<file path="src/rtl/bin2bcd_seq.sv">
// bin2bcd_seq: sequential binary-to-packed-BCD converter using shift-add-3
// (double dabble), one input bit per clock. The result and overflow flag are
// held between conversions so the downstream display scanner always sees a
// coherent value. Overflowing inputs display as all-ones ("FFFFFFFF").
module bin2bcd_seq #(
  parameter int BIN_W   = 27,
  parameter int DIGITS  = 8,
  parameter int MAX_VAL = 99999999
) (
  input  logic                  clk,
  input  logic                  rst,
  input  logic                  start,
  input  logic [BIN_W-1:0]      bin,
  output logic                  busy,
  output logic                  done,
  output logic [4*DIGITS-1:0]   bcd,
  output logic                  ovf
);

  localparam int ACC_W = 4 * DIGITS;
  localparam int CNT_W = (BIN_W > 1) ? $clog2(BIN_W) : 1;

  localparam logic [BIN_W-1:0] MAX_V    = BIN_W'(MAX_VAL);
  localparam logic [CNT_W-1:0] LAST_CNT = CNT_W'(BIN_W - 1);

  localparam logic [1:0] S_IDLE   = 2'd0;
  localparam logic [1:0] S_SHIFT  = 2'd1;
  localparam logic [1:0] S_FINISH = 2'd2;

  logic [1:0]       state;
  logic [ACC_W-1:0] acc;
  logic [BIN_W-1:0] shreg;
  logic [CNT_W-1:0] count;
  logic             ovf_pend;

  logic [ACC_W-1:0] acc_adj;
  logic [ACC_W-1:0] acc_next;
  logic [BIN_W-1:0] shreg_next;

  // Per-nibble add-3 correction; no carry ever crosses a digit boundary.
  function automatic logic [ACC_W-1:0] add3_digits(input logic [ACC_W-1:0] a);
    logic [ACC_W-1:0] r;
    r = a;
    for (int i = 0; i < DIGITS; i++) begin
      if (a[4*i +: 4] >= 4'd5) begin
        r[4*i +: 4] = a[4*i +: 4] + 4'd3;
      end else begin
        r[4*i +: 4] = a[4*i +: 4];
      end
    end
    return r;
  endfunction

  // One double-dabble step: correct digits, then shift binary MSB into digit 0.
  always_comb begin
    acc_adj    = add3_digits(acc);
    acc_next   = {acc_adj[ACC_W-2:0], shreg[BIN_W-1]};
    shreg_next = {shreg[BIN_W-2:0], 1'b0};
  end

  // Conversion FSM; bcd/ovf only ever change on the done edge or on reset.
  always_ff @(posedge clk or posedge rst) begin
    if (rst) begin
      state    <= S_IDLE;
      busy     <= 1'b0;
      done     <= 1'b0;
      bcd      <= '0;
      ovf      <= 1'b0;
      acc      <= '0;
      shreg    <= '0;
      count    <= '0;
      ovf_pend <= 1'b0;
    end else begin
      done <= 1'b0;
      case (state)
        S_IDLE: begin
          if (start) begin
            shreg    <= bin;
            acc      <= '0;
            count    <= '0;
            ovf_pend <= (bin > MAX_V);
            busy     <= 1'b1;
            state    <= S_SHIFT;
          end else begin
            busy <= 1'b0;
          end
        end
        S_SHIFT: begin
          acc   <= acc_next;
          shreg <= shreg_next;
          count <= count + CNT_W'(1);
          if (count == LAST_CNT) begin
            state <= S_FINISH;
          end else begin
            state <= S_SHIFT;
          end
        end
        S_FINISH: begin
          bcd   <= ovf_pend ? '1 : acc;
          ovf   <= ovf_pend;
          done  <= 1'b1;
          busy  <= 1'b0;
          state <= S_IDLE;
        end
        default: begin
          busy  <= 1'b0;
          state <= S_IDLE;
        end
      endcase
    end
  end

endmodule

</file>
<file path="config.mk">
export PLATFORM = sky130hd
export DESIGN_NAME = bin2bcd_seq
export DESIGN_NICKNAME = d
export VERILOG_FILES = /design/src/rtl/bin2bcd_seq.sv
export SDC_FILE = /design/constraint.sdc
export NUM_CORES = 1
export LEC_CHECK = 0
export CAP_MARGIN = 30
export CORE_MARGIN = 2
export CORE_UTILIZATION = 50
export DETAILED_ROUTE_END_ITERATION = 16
export PLACE_DENSITY = 0.82
export SYNTH_ARGS = -nofsm -noshare
export SYNTH_HDL_FRONTEND = slang
export SYNTH_SLANG_ARGS = --single-unit
</file>
<file path="constraint.sdc">
create_clock -name clk -period 3.35 [get_ports clk]
set_input_delay 0.67 -clock clk [delete_from_list [all_inputs] [get_ports clk]]
set_output_delay 0.67 -clock clk [all_outputs]
set_load 0.02 [all_outputs]
</file>
After elaboration in Yosys (flattened, before gate mapping)
Cells that the tools add are included.
{ "word_totals": {"regBits": 102, "inputBits": 30, "output_inout_bits": 35, "elab_cells": 56} }
{ "op_classes": {"addsub": 9, "magnitude_cmp": 9, "n_eq_ne": 4, "mux": 21, "reduce_logical": 4} }
{ "ops": {"columns": ["operator", "n"], "rows": [
  ["32-bit two-way mux", 2],
  ["32-bit one-hot mux with 2 select lines", 1],
  ["27-bit one-hot mux with 2 select lines", 1],
  ["4-bit by 3-bit greater-or-equal comparator with 1-bit output, second input constant", 8],
  ["4-bit by 2-bit adder with 4-bit output, second input constant", 7],
  ["4-bit two-way mux", 7],
  ["27-bit > comparator, second input constant", 1],
  ["27-bit two-way mux", 1],
  ["5-bit one-hot mux with 2 select lines", 1],
  ["5-bit by 1-bit adder with 5-bit output, second input constant", 1],
  ["5-bit equality test, second input constant", 1],
  ["5-bit two-way mux", 1],
  ["2-bit two-way mux", 2],
  ["2-bit one-hot mux with 2 select lines", 1],
  ["2-bit AND reduction", 2],
  ["3-bit by 2-bit adder with 3-bit output, second input constant", 1],
  ["3-bit two-way mux", 1],
  ["2-bit by 1-bit equality test with 1-bit output, second input constant", 1],
  ["2-bit equality test, second input constant", 1],
  ["2-bit logical NOT", 1],
  ["1-bit two-way mux", 2],
  ["2-bit inequality test, second input constant", 1],
  ["1-bit one-hot mux with 2 select lines", 1],
  ["2-bit nonzero test", 1]
]} }

Logic depth before layout (Yosys ltp)
{ "depth": {"depth_word": 3, "ltp_mapped": 6} }

Least setup slack after synthesis
OpenSTA, ideal clock, no wires.
{ "synth_timing": {"path_type": "input-to-reg", "startpoint": "input port bin[11]", "endpoint": "register ovf_pend", "setup_ns": 0.134, "arrival_time_ns": 1.531, "t_required_ns": 3.216, "path_slack_ns": 1.685, "path_stages": 4, "n_path_buf": 0, "path_cell_list": "or4_1 -> o211ai_1 -> a211o_1 -> a31oi_1"} }
{ "synth_between": {"elab_chain_cells": 1} }
{ "synth_rtl": {"columns": ["element", "line_no", "rtl"], "rows": [
  ["from (decl)", "13", "input logic [BIN_W-1:0] bin,"],
  ["27-bit > comparator", "81", "ovf_pend <= (bin > MAX_V);"],
  ["to (signal assigned)", "81", null],
  ["to (decl)", "34", "logic ovf_pend;"]
]} }
No other way between the ends.
A chain may end at the register's enable or synchronous reset.

Worst setup path in the final report
{ "layout_timing": {"startpoint": "register state[1]", "endpoint": "register acc[26]"} }
{ "layout_between": {"elab_chain_cells": 3, "word_cells_on_any_way": 6, "cone_classes": "2 x eq/ne; 1 x mux; 3 x reduce/logical"} }
{ "layout_rtl": {"columns": ["element", "line_no", "rtl"], "rows": [
  ["from (decl)", "30", "logic [1:0] state;"],
  ["from (signal assigned)", "64", "state <= S_IDLE;"],
  ["from (signal assigned)", "83", "state <= S_SHIFT;"],
  ["from (signal assigned)", "93", "state <= S_FINISH;"],
  ["2-bit by 1-bit equality test with 1-bit output or 2-bit logical NOT (tied branches)", "75", "case (state)"],
  ["2-bit nonzero test (no line) or 2-bit inequality test (tied branches)", null, null],
  ["2-bit AND reduction (no line)", null, null],
  ["to (signal assigned)", "89", "acc <= acc_next;"],
  ["to (decl)", "31", "logic [ACC_W-1:0] acc;"]
]} }
Parallel ways exist; a longest one is shown, timed or not.

==> reports/results.ini <==
[outcome]
status=finished, final reports clean

[yosys]
synthArstFlopShare_pct=100
syn_avg_cell_area_um2=9.58
seq_area_frac_synth_pct=52.0
ys_ff_latch=102
yosysWarnings=0
syn-cell-area_mm2=0.00490
netlist_instances=512
ys.flop_type=dfrtp_1
synth_cell_types=40
synth_edf_count=0
syn_nets=560

[clock_network]
hold_buffers=0
cts_buffer_depth=2
cts-htree-levels=3
cts_tree=done
cts_buffers=9
cts_resized=0
cts_root_buffer=clkbuf_8
cts.sinks=102
clk_pin_slew_ns=0.09
cts_setup_buffers=0
insertion_delay_ns=0.37

[route]
wirelength_mm=9.96
vias=3891
drt-pass1-iter-count=5
vias_per_cell=5.56
antenna_left=0
drc=0
drt_iter0_drc=213
avgRoutedWirePerCell_um=14.2

[worst_setup_path]
endpoint_kind=register
rr_worst_depth=4
cp_max_fo=33
startpoint_type=register
required_ns=3.60
crit_type=reg -> reg
critical_path_arrival_ns=2.49

[global_route]
grt_pass1_wl_mm=16.6
grt-ovfl-total=0
grt_max_degree=58
grtUsageTotal_pct=19.9
grt_pass1_vias=3577
antenna_found_initial=0

[die]
boundaryPins=65
die_w_um=103
core.rowCount=36
die_area_mm2=0.0106
die_h_um=103
core_mm2=0.00964
initial_utilization_pct=50.9

[timing]
period_share_pct=66.7
slew_headroom_pct=37.4
final_max_slew_viol_count=0
setup_tns_ns=0
finClkSkew_ns=0.0122
worstMarginPinSlew_ns=0.940
finalCriticalPeriod_ns=2.23
grt_setup_unrepaired=no
setup_viol=0
finalHoldViolCount=0
fmax_ghz=0.448

[placed_design]
dp_hpwl_mm=6.75
dpl_cell_area_mm2=0.00566
port_buffers=64
gp_congestion=0.813

[power]
power_density_mw_per_mm2=866
vdd_drop_max_mv=0.334
power.leakage_nw=2.67

[run]
cap_violations=0

[worst_hold_path]
whs_path_depth=2
min_path_type=reg -> reg

[cells_and_area]
areaGrowthSynthToFinish_pct=20.0
final_area_mm2=0.00588
antenna_cells=0
num-nets-final=610
drive_above_1_share_pct=5.29

stage by stage:
step | utilization (%) | worst slack (ns) | hold slack [ns] | cells | total power [mW]
6_report | 61.0 | 1.12 | 0.482 | 700 | 5.10
4_1_cts | 61.0 | 1.14 | 0.490 | 700 | 5.12
5_1_grt | 61.0 | 0.915 | 0.506 | 700 | 5.48
2_1_floorplan | - | 0.00452 | 0.448 | 512 | 3.54
3_3_place_gp | 58.5 | 1.01 | 0.461 | 683 | 4.08
3_5_place_dp | 58.7 | 0.940 | 0.468 | 684 | 4.25
cell usage in the layout, fill, tap and decap left out, drive strengths merged, types with 2 or more instances in the layout:
master         count
dfrtp            102
clkdlybuf4s50     64
nand2             71
o32ai              4
and3b             26
nor3b              4
nor2              37
a21oi             40
ha                18
xor2               5
nor3               2
buf               10
o21ai             71
o22ai             11
a32o               8
o311ai             7
nand3             10
bufinv             2
inv               22
clkbuf            10
o31ai              8
xnor2              8
a22o               2
nand2b            10
per-layer routing:
metal  GRT usage (%)  routed length (µm)  up-vias
met5               0                   0        -
met2            32.2                4730      109
met3            3.80                 530       10
li1                -                   -     1887
met1            26.7                4570     1885
met4            7.29                 120        0
power by group:
part	switching (mW)	internal (mW)
combinational	1.16	0.980
sequential	0.403	1.70
clock	0.431	0.428
total	1.99	3.11
cells in the mapped netlist (2+ instances only):
cell type  number  area [µm²]
dfrtp_1       102        2550
a22o_1          2        17.5
nand3_1        10        50.1
xnor2_1         8        70.1
a21oi_1        40         200
xor2_1          5        43.8
nand2b_1       10        62.6
o31ai_1         8        60.1
nor3_1          2        10.0
and3b_1        26         228
buf_2          17        85.1
inv_1          20        75.1
ha_1           18         225
a32o_1          8        80.1
o32ai_1         4        35.0
o21ai_1         4        20.0
o21ai_0        67         335
nor2_1         36         135
nor3b_1         3        22.5
o22ai_1        11        68.8
nand2_1        71         267
o311ai_0        7        61.3
clkbuf_1       16        60.1
flip-flops by register name (all words and copies together), names as in the netlist:
signal	cells
ovf_pend	1
shreg	27
state	2
acc	32
bcd	32
busy	1
done	1
count	5
ovf	1
critical path, cell delays in order, from the launching register on:
cell	delay, ns
dfrtp_1	0.74
nor2b_1	0.84
buf_4	0.33
nand3_1	0.10
o311ai_0	0.11
final timing paths:
path                                from       to  slack [ns]
worst max-delay path            state[1]  acc[26]        1.12
worst min register to register   bcd[11]  bcd[11]        0.48
worst min-delay path             bcd[11]  bcd[11]        0.48
max in group asynchronous            rst  acc[30]        1.92
worst max register to register  state[1]  acc[26]        1.12
min in group asynchronous            rst  bcd[29]        0.75
layout make-up:
type,instances,area [µm²]
well taps,133,166
inverters,20,77.6
repair buffers,74,748
clock inverters,6,93.8
multi-input cells,355,2120
flip-flops and latches,102,2550
fillers,795,3750
clock buffers,10,128
kinds of logic (layout without fill, tap and decap cells):
logic type | Yosys count | after routing | synth area share, %
xor gates and xnor gates | 13 | 13 | 2.32
AOI/OAI and AO/OA | 156 | 156 | 18.7
DFF | 102 | 102 | 52.0
buffers and inverters | 55 | 110 | 4.82
muxes | 1 | 1 | 0.230
and+or+nand+nor | 167 | 167 | 17.3
adders and majority gates | 18 | 18 | 4.59
Power figures use the tool's default switching activity.
